$ cat config.mk
export PLATFORM = sky130hd
export DESIGN_NAME = mac_div
export DESIGN_NICKNAME = d
export VERILOG_FILES = /design/src/rtl/mac_div.sv
export SDC_FILE = /design/constraint.sdc
export NUM_CORES = 1
export LEC_CHECK = 0
export CORE_MARGIN = 2
export CORE_UTILIZATION = 40
export DETAILED_ROUTE_END_ITERATION = 8
export PLACE_DENSITY = 0.65
export SLEW_MARGIN = 20
export SYNTH_ARGS = -nofsm -noshare
export SYNTH_HDL_FRONTEND = slang
export SYNTH_SLANG_ARGS = --single-unit
$ cat constraint.sdc
create_clock -name clk -period 4.15 [get_ports clk]
set_clock_uncertainty 0.1 [all_clocks]
set_input_delay 0.83 -clock clk [delete_from_list [all_inputs] [get_ports clk]]
set_output_delay 0.83 -clock clk [all_outputs]
set_load 0.05 [all_outputs]
$ cat src/rtl/mac_div.sv
// mac_div: radix-2 restoring unsigned divider, DIVIDEND_W-bit dividend by DIVISOR_W-bit divisor.
// Latency: DIVIDEND_W cycles from accept to out_valid; one result per DIVIDEND_W+2 cycles.
// Backpressure: result held in DONE until out_ready; in_ready low while BUSY or DONE (no queueing).
// Optional build macro MAC_DIV_ZERO_BYPASS_EN: a zero divisor skips the iterations and goes
// straight to DONE; result values and flag are the same either way.
module mac_div #(
    parameter int DIVIDEND_W = 52,
    parameter int DIVISOR_W  = 24
) (
    input  logic                  clk,
    input  logic                  rst,
    input  logic                  in_valid,
    output logic                  in_ready,
    input  logic [DIVIDEND_W-1:0] dividend,
    input  logic [DIVISOR_W-1:0]  divisor,
    output logic                  out_valid,
    input  logic                  out_ready,
    output logic [DIVIDEND_W-1:0] quotient,
    output logic [DIVISOR_W-1:0]  remainder,
    output logic                  div_by_zero
);

    localparam int CNT_W = $clog2(DIVIDEND_W + 1);

    typedef enum logic [1:0] {
        ST_IDLE = 2'd0,
        ST_BUSY = 2'd1,
        ST_DONE = 2'd2
    } state_t;

    state_t                state_q, state_d;
    // Dividend shift register; quotient bits enter at the LSB as dividend bits leave the MSB.
    logic [DIVIDEND_W-1:0] dvd_q, dvd_d;
    logic [DIVISOR_W-1:0]  dvs_q, dvs_d;
    logic [DIVISOR_W:0]    prem_q, prem_d;
    logic [CNT_W-1:0]      cnt_q, cnt_d;
    logic                  zero_q, zero_d;
    // Output result registers, only touched when a result is produced.
    logic [DIVIDEND_W-1:0] quo_q, quo_d;
    logic [DIVISOR_W-1:0]  rmd_q, rmd_d;
    logic                  dbz_q, dbz_d;

    // Trial subtract datapath signals.
    logic [DIVISOR_W+1:0]  shifted;
    logic [DIVISOR_W:0]    diff;
    logic                  fits;
    logic [DIVISOR_W:0]    prem_next;
    logic [DIVIDEND_W-1:0] dvd_next;

    // Shift one dividend bit into the partial remainder and try subtracting the divisor.
    // The compare uses the full shifted width so a zero divisor (where the partial remainder
    // keeps growing) still always succeeds; when it fits, the difference never needs the top bit.
    always_comb begin
        shifted   = {prem_q, dvd_q[DIVIDEND_W-1]};
        fits      = (shifted >= {2'b00, dvs_q});
        diff      = shifted[DIVISOR_W:0] - {1'b0, dvs_q};
        prem_next = fits ? diff : shifted[DIVISOR_W:0];
        dvd_next  = {dvd_q[DIVIDEND_W-2:0], fits};
    end

    // Next-state and register-update logic for the IDLE/BUSY/DONE controller.
    always_comb begin
        state_d = state_q;
        dvd_d   = dvd_q;
        dvs_d   = dvs_q;
        prem_d  = prem_q;
        cnt_d   = cnt_q;
        zero_d  = zero_q;
        quo_d   = quo_q;
        rmd_d   = rmd_q;
        dbz_d   = dbz_q;
        case (state_q)
            ST_IDLE: begin
                if (in_valid) begin
                    dvd_d  = dividend;
                    dvs_d  = divisor;
                    prem_d = '0;
                    cnt_d  = CNT_W'(DIVIDEND_W);
                    zero_d = (divisor == '0);
`ifdef MAC_DIV_ZERO_BYPASS_EN
                    if (divisor == '0) begin
                        // Publish the zero-divisor result without iterating.
                        quo_d   = '1;
                        rmd_d   = dividend[DIVISOR_W-1:0];
                        dbz_d   = 1'b1;
                        state_d = ST_DONE;
                    end else begin
                        state_d = ST_BUSY;
                    end
`else
                    state_d = ST_BUSY;
`endif
                end
            end
            ST_BUSY: begin
                prem_d = prem_next;
                dvd_d  = dvd_next;
                cnt_d  = cnt_q - CNT_W'(1);
                if (cnt_q == CNT_W'(1)) begin
                    quo_d   = dvd_next;
                    rmd_d   = prem_next[DIVISOR_W-1:0];
                    dbz_d   = zero_q;
                    state_d = ST_DONE;
                end
            end
            ST_DONE: begin
                if (out_ready) begin
                    state_d = ST_IDLE;
                end
            end
            default: begin
                state_d = ST_IDLE;
            end
        endcase
    end

    // State and datapath registers with synchronous reset; reset abandons any operation.
    always_ff @(posedge clk) begin
        if (rst) begin
            state_q <= ST_IDLE;
            dvd_q   <= '0;
            dvs_q   <= '0;
            prem_q  <= '0;
            cnt_q   <= '0;
            zero_q  <= 1'b0;
            quo_q   <= '0;
            rmd_q   <= '0;
            dbz_q   <= 1'b0;
        end else begin
            state_q <= state_d;
            dvd_q   <= dvd_d;
            dvs_q   <= dvs_d;
            prem_q  <= prem_d;
            cnt_q   <= cnt_d;
            zero_q  <= zero_d;
            quo_q   <= quo_d;
            rmd_q   <= rmd_d;
            dbz_q   <= dbz_d;
        end
    end

    // Handshake outputs decode straight from the state register; results from their flops.
    always_comb begin
        in_ready    = (state_q == ST_IDLE);
        out_valid   = (state_q == ST_DONE);
        quotient    = quo_q;
        remainder   = rmd_q;
        div_by_zero = dbz_q;
    end

endmodule

==> Word-level counts from Yosys, hierarchy flattened <==
Index checks and enable logic that the tools add are counted.
{ "word_totals": {"regBits": 187, "inputBits": 80, "out_inout_bits": 79, "elab_cells": 36} }
{ "op_classes": {"n_addsub": 2, "magnitude_cmp": 1, "n_eq_ne": 6, "mux": 11, "n_reduce_logical": 7} }
{ "ops": {"columns": ["op", "count"], "rows": [
  ["$pmux W52 S2", 1],
  ["$mux W52", 1],
  ["$mux W25", 2],
  ["$pmux W25 S2", 1],
  ["$ge A26 B24 Y1", 1],
  ["$sub A25 B24 Y25", 1],
  ["$logic_not A24 Y1", 1],
  ["$pmux W6 S2", 1],
  ["$eq A6 B1 Y1 const B", 1],
  ["$mux W2", 3],
  ["$mux W6", 1],
  ["$pmux W2 S3", 1],
  ["$reduce_and A2 Y1", 3],
  ["$sub A6 B1 Y6 const B", 1],
  ["$ne A2 B2 Y1 const B", 2],
  ["$reduce_and A3 Y1", 1],
  ["$eq A2 B1 Y1 const B", 1],
  ["$eq A2 B2 Y1 const B", 1],
  ["$logic_not A2 Y1", 1],
  ["$ne A2 B1 Y1 const B", 1],
  ["$reduce_bool A2 Y1", 1]
]} }

==> Logic depth before layout (Yosys ltp) <==
{ "depth": {"ltp_word": 3, "ltp_mapped": 14, "ltp_nobuf": 12} }

==> Least setup slack after synthesis <==
Ideal clock, no wire load.
{ "synth_path": {"path_type": "reg2reg", "from": "register dvd_q[51]", "to": "register rmd_q[17] (netlist: remainder[17])", "setup_ns": 0.136, "arrival_ns": 2.596, "t_required_ns": 3.914, "slack_ns": 1.318, "stages_incl_launch_ff": 15, "path_buffers": 2, "period_less_slack_ns": 2.832, "cell_sequence": "dfxtp_1 > inv_1 > ha_1 > inv_1 > fa_1 > a211oi_1 > o21bai_1 > o21ai_1 > a31o_4 > o21ai_4 > a21o_1 > buf_6 > buf_12 > mux2i_1 > a211oi_2"} }
{ "synth_via": {"elab_chain_cells": 2, "elab_cells_between_ends": 3, "classes_between": "1 x add/sub; 1 x order compare; 1 x mux"} }
{ "synth_lines": {"columns": ["element", "line", "source"], "rows": [
  ["start, declared", "33", "logic [DIVIDEND_W-1:0] dvd_q, dvd_d;"],
  ["start signal, assigned", "131", "dvd_q <= dvd_d;"],
  ["$sub A25 B24 Y25 or $ge A26 B24 Y1 (tied branches)", "56, 55", null],
  ["$mux W25 (*)", "57", "prem_next = fits ? diff : shifted[DIVISOR_W:0];"],
  ["end signal, assigned", "137", "rmd_q <= rmd_d;"],
  ["end, declared", "40", "logic [DIVISOR_W-1:0] rmd_q, rmd_d;"]
]} }
Every way passes the cells marked *; elsewhere a longest branch is shown, timed or not.
A chain may end at the register's enable or synchronous reset.

==> Worst setup path in the final report <==
{ "layout_path": {"from": "register dvs_q[7]", "to": "register rmd_q[6] (netlist: remainder[6])"} }
{ "layout_via": {"elab_chain_cells": 2} }
{ "layout_lines": {"columns": ["element", "line", "source"], "rows": [
  ["start, declared", "34", "logic [DIVISOR_W-1:0] dvs_q, dvs_d;"],
  ["start signal, assigned", "132", "dvs_q <= dvs_d;"],
  ["$ge A26 B24 Y1", "55", "fits = (shifted >= {2'b00, dvs_q});"],
  ["$mux W25", "57", null]
]} }
Every way passes these cells.

==> results.md <==
- The number of inserted filler cells in the final layout is around 2,000.
- The post-detailed-route via-to-cell ratio is roughly 5.3.
- The global routing usage summed across all routing layers is about a fifth.
- The number of flops mapped to enable cells by yosys is 0.
- The largest net degree at the start of global routing is between 80 and 90.
- In this run, distinct cell masters in the synthesized netlist total 60.
- Synthesis produced a netlist with a net count of between 1,000 and 1,500.
- The post-CTS clock slew at the launch and capture registers of the worst setup and hold paths is around 0.070 ns.
- The floorplan step defined a die boundary enclosing 22,400 um2.
- Input and output buffers added on the ports amount to approximately 160.
- Once placement finished, the instance area stood at ~10,000 um2.
- The maximum buffer depth of the clock tree is 2.
- The number of placed instances with taps included is about 1,400.
- The remaining global-route overflow is 0.
- The number of nets with antenna violations after routing is 0.
- In this design, the stage delay of the slowest critical-path cell is between 0.4 and 0.5 ns.
- Measured against its own limit, the worst slew margin works out to between 30% and 40%.
- The routed wirelength normalized by instance count is approximately 16 um.
- The per-instance average area after synthesis is 8.14 um2.
- In the final design database the tool counted around 1,300 nets.
- The number of gates resized after CTS is 0.
- Among all stages on the critical path, the largest delay is contributed by ha_1.
- The area added between synthesis and finish is 27.5%.
- The Yosys step of the flow raised 0 warnings.
- The number of global-route vias before repair is just over 7,000.
- The synthesized instance count is 1,040.
- The buffers inserted during post-CTS setup optimization is 0.
- The share of the Yosys chip area taken by registers is approximately 44%.
- The final layout contains routed wiring with a total length of approximately 23 mm.
- The clock root buffer is clkbuf_16.
- The clock drives around 190 sinks.
- Setup violations remaining at the end of the flow were counted as 0.
- With fillers left out, the area of the finished cells amounts to about 11,000 um2.
- The number of slew-limit violations in the final report is 0.
- The clock period could shrink to ~3.5 ns.
- The transition at the pin with the smallest max-transition slack is between 1 and 1.5 ns.
- Once layout is complete, the cells apart from fillers number ~1,400.
- The worst setup path is captured at a flip-flop.
- The commonest register cell after synthesis is dfxtp_1.
- The type of the most critical hold path is reg2reg.
- Once detailed placement completed, the half-perimeter wirelength came to ~16 mm.
- Data on the critical path arrives at its endpoint at 3.65 ns.
- Traced cell by cell, the critical path runs through inv_1 > ha_1 > nand3_2 > nor4b_2 > o21ai_1 > a31o_4 > o21ai_4 > a21o_1 > buf_4 > mux2i_1 > a211oi_2.
- The clock tree synthesis step divided the H-tree into 4 levels.
- The critical path is of the reg2reg type.
- The critical path launch point type is a flip-flop.
- The sum of negative setup slack is 0 ns.
- The synthesized design contains around 190 register bits.
- TritonCTS created 17 clock buffers.
- Summing every instance area after synthesis gives 8470 um2.
- The power density over cell area is between 700 and 800 nW/um2.
- The required arrival time at the worst endpoint is 4.33 ns.
- Across the run, the number of max-cap violations was 0.
- Final hold analysis gives a worst-case slack of roughly 0.35 ns.
- Routability-driven placement finished with a final weighted congestion of roughly 0.89.
- TritonCTS built the clock tree.
- Across all layers, the routed design uses roughly 7,600 vias.
- The latest clock arrival within the worst-skew pair is between 0.4 and 0.5 ns.
- IR analysis of the VDD net gives a maximum drop of 0.531 mV.
- From bottom edge to top edge, the die measures roughly 150 um.
- The count of standard-cell rows is 53.
- Along the worst path, the maximum fanout reaches 22.
- The final critical-path share of the clock period is between 80% and 90%.
- During I/O placement, the number of pins put on the boundary was ~160.
- For this design the static power due to leakage is 3.81 nW.
- The area of the placeable core is ~21,000 um2.
- In this run, the number of DRC markers left after iteration 0 of detailed routing was around 420.
- In this run, post-CTS hold repair placed 0 buffers.
- After synthesis, the share of flip-flops with an asynchronous set or reset is 0%.
- Once the floorplan was initialized, standard cells occupied around 41% of the core.
- After detailed routing, the number of remaining DRC violations is 0.
- Before antenna repair, the detailed router went through 6 iterations.
- Setup repair after global routing left no endpoint under its margin.
- The count of final hold-check violations is 0.
- The die width is 150 um.
- The initial antenna violation count is 1.
- The ratio of cells with drive above 1 in the final layout is under 10%.
- The peak clock frequency supported by timing is just under 300 MHz.
- The run finished with clean final reports.
- The first global-routing pass estimated roughly 37 mm of wire.
[synthesized netlist by cell type, drive strengths merged (4+ instances only)]
library cell  instances  area, um2
nand2               248        931
dfxtp               187       3740
a21oi               153        773
clkbuf               64        240
a22oi                52        390
nor2                 49        184
o21ai                36        191
a211oi               32        278
inv                  31        116
ha                   26        325
mux2i                21        210
a21o                 13       97.6
xnor2                13        114
nor3                 10       50.1
a31oi                 9       71.3
buf                   8       71.3
nor4                  8       50.1
and3                  6       37.5
nand3                 6       35.0
nand4                 6       37.5
a211o                 5       43.8
nand2b                5       31.3
nor2b                 5       31.3
xor2                  5       43.8
a311oi                4       35.0
[report_power, final]
part / total, mW / leakage, nW / switching, mW / internal (mW)
Combinational: 3.94 / 2.01 / 2.30 / 1.64
Clock: 1.59 / 0.280 / 0.789 / 0.802
Sequential: 2.12 / 1.52 / 0.160 / 1.96
[registers in the layout, indices dropped and copies added, names as in the netlist]
register	count
prem_q	25
dvd_q	52
div_by_zero	1
zero_q	1
quotient	52
dvs_q	24
remainder	24
cnt_q	6
state_q	2
[layer usage]
layer	up-vias	wire length, um	track usage [%]	share of wire [%]
met3	21	1670	6.49	7.3
li1	3863	-	-	-
met1	3510	10600	28.2	46
met4	0	363	6.29	1.6
met2	197	10400	32.2	45
met5	-	0	0	0
[final timing paths]
kind                  endpoint  cells after the start  slack, ns  startpoint
setup / recovery  remainder[6]                     11       0.68    dvs_q[7]
hold / removal        dvs_q[8]                      2       0.35    dvs_q[8]
setup reg to reg  remainder[6]                     11       0.68    dvs_q[7]
hold reg to reg       dvs_q[8]                      2       0.35    dvs_q[8]
[through the flow]
step	utilization (%)	worst slack, ns	total power, mW
after floorplan	-	1.32	5.34
after global placement	48.8	0.864	6.03
after detailed placement	48.8	0.761	6.06
after CTS	51.6	0.727	7.68
after global routing	51.7	0.487	8.19
final	51.7	0.683	7.66
[cell families (layout without fill, tap and decap cells)]
kind of cell    Yosys count  in the layout  share of synthesized area [%]
buf+inv                 103            232                           5.05
flops                   187            187                           44.2
mux                      22             22                           2.61
xor+xnor                 18             18                           1.86
compound gates          326            326                           24.4
simple gates            357            357                           17.7
other cells               0              1                              0
fa+ha+maj                27             27                           4.08
[layout by cell type, fill, tap and decap left out, types with 17 or more instances in the layout]
cell,n
a21oi_1,151
clkbuf_16,17
mux2i_1,21
o21ai_0,18
inv_1,31
ha_1,26
clkdlybuf4s50_1,157
nand2_1,247
a22oi_1,52
o21ai_1,17
nor2_1,48
dfxtp_1,187
a211oi_1,26
[final cells by class]
type	count	area (um2)	share of cell area, %
clock inverters	15	154	1.42
multi-input cells	750	4330	40.1
flip-flops and latches	187	3740	34.7
well taps	275	344	3.19
diodes	1	2.50	0.0232
clock buffers	17	425	3.94
repair buffers	169	1680	15.6
inverters	31	116	1.08
[critical path: cells and delay by family, from the launching register on]
family                   cells  cell delay [ns]
AND/OR/NAND/NOR              2             0.42
buffers and inverters        2             0.47
multiplexers                 1             0.35
AO/OA/AOI/OAI                5             1.18
adder cells (fa/ha/maj)      1             0.46
flip-flops                   1             0.34
Power figures use the tool's default switching activity.
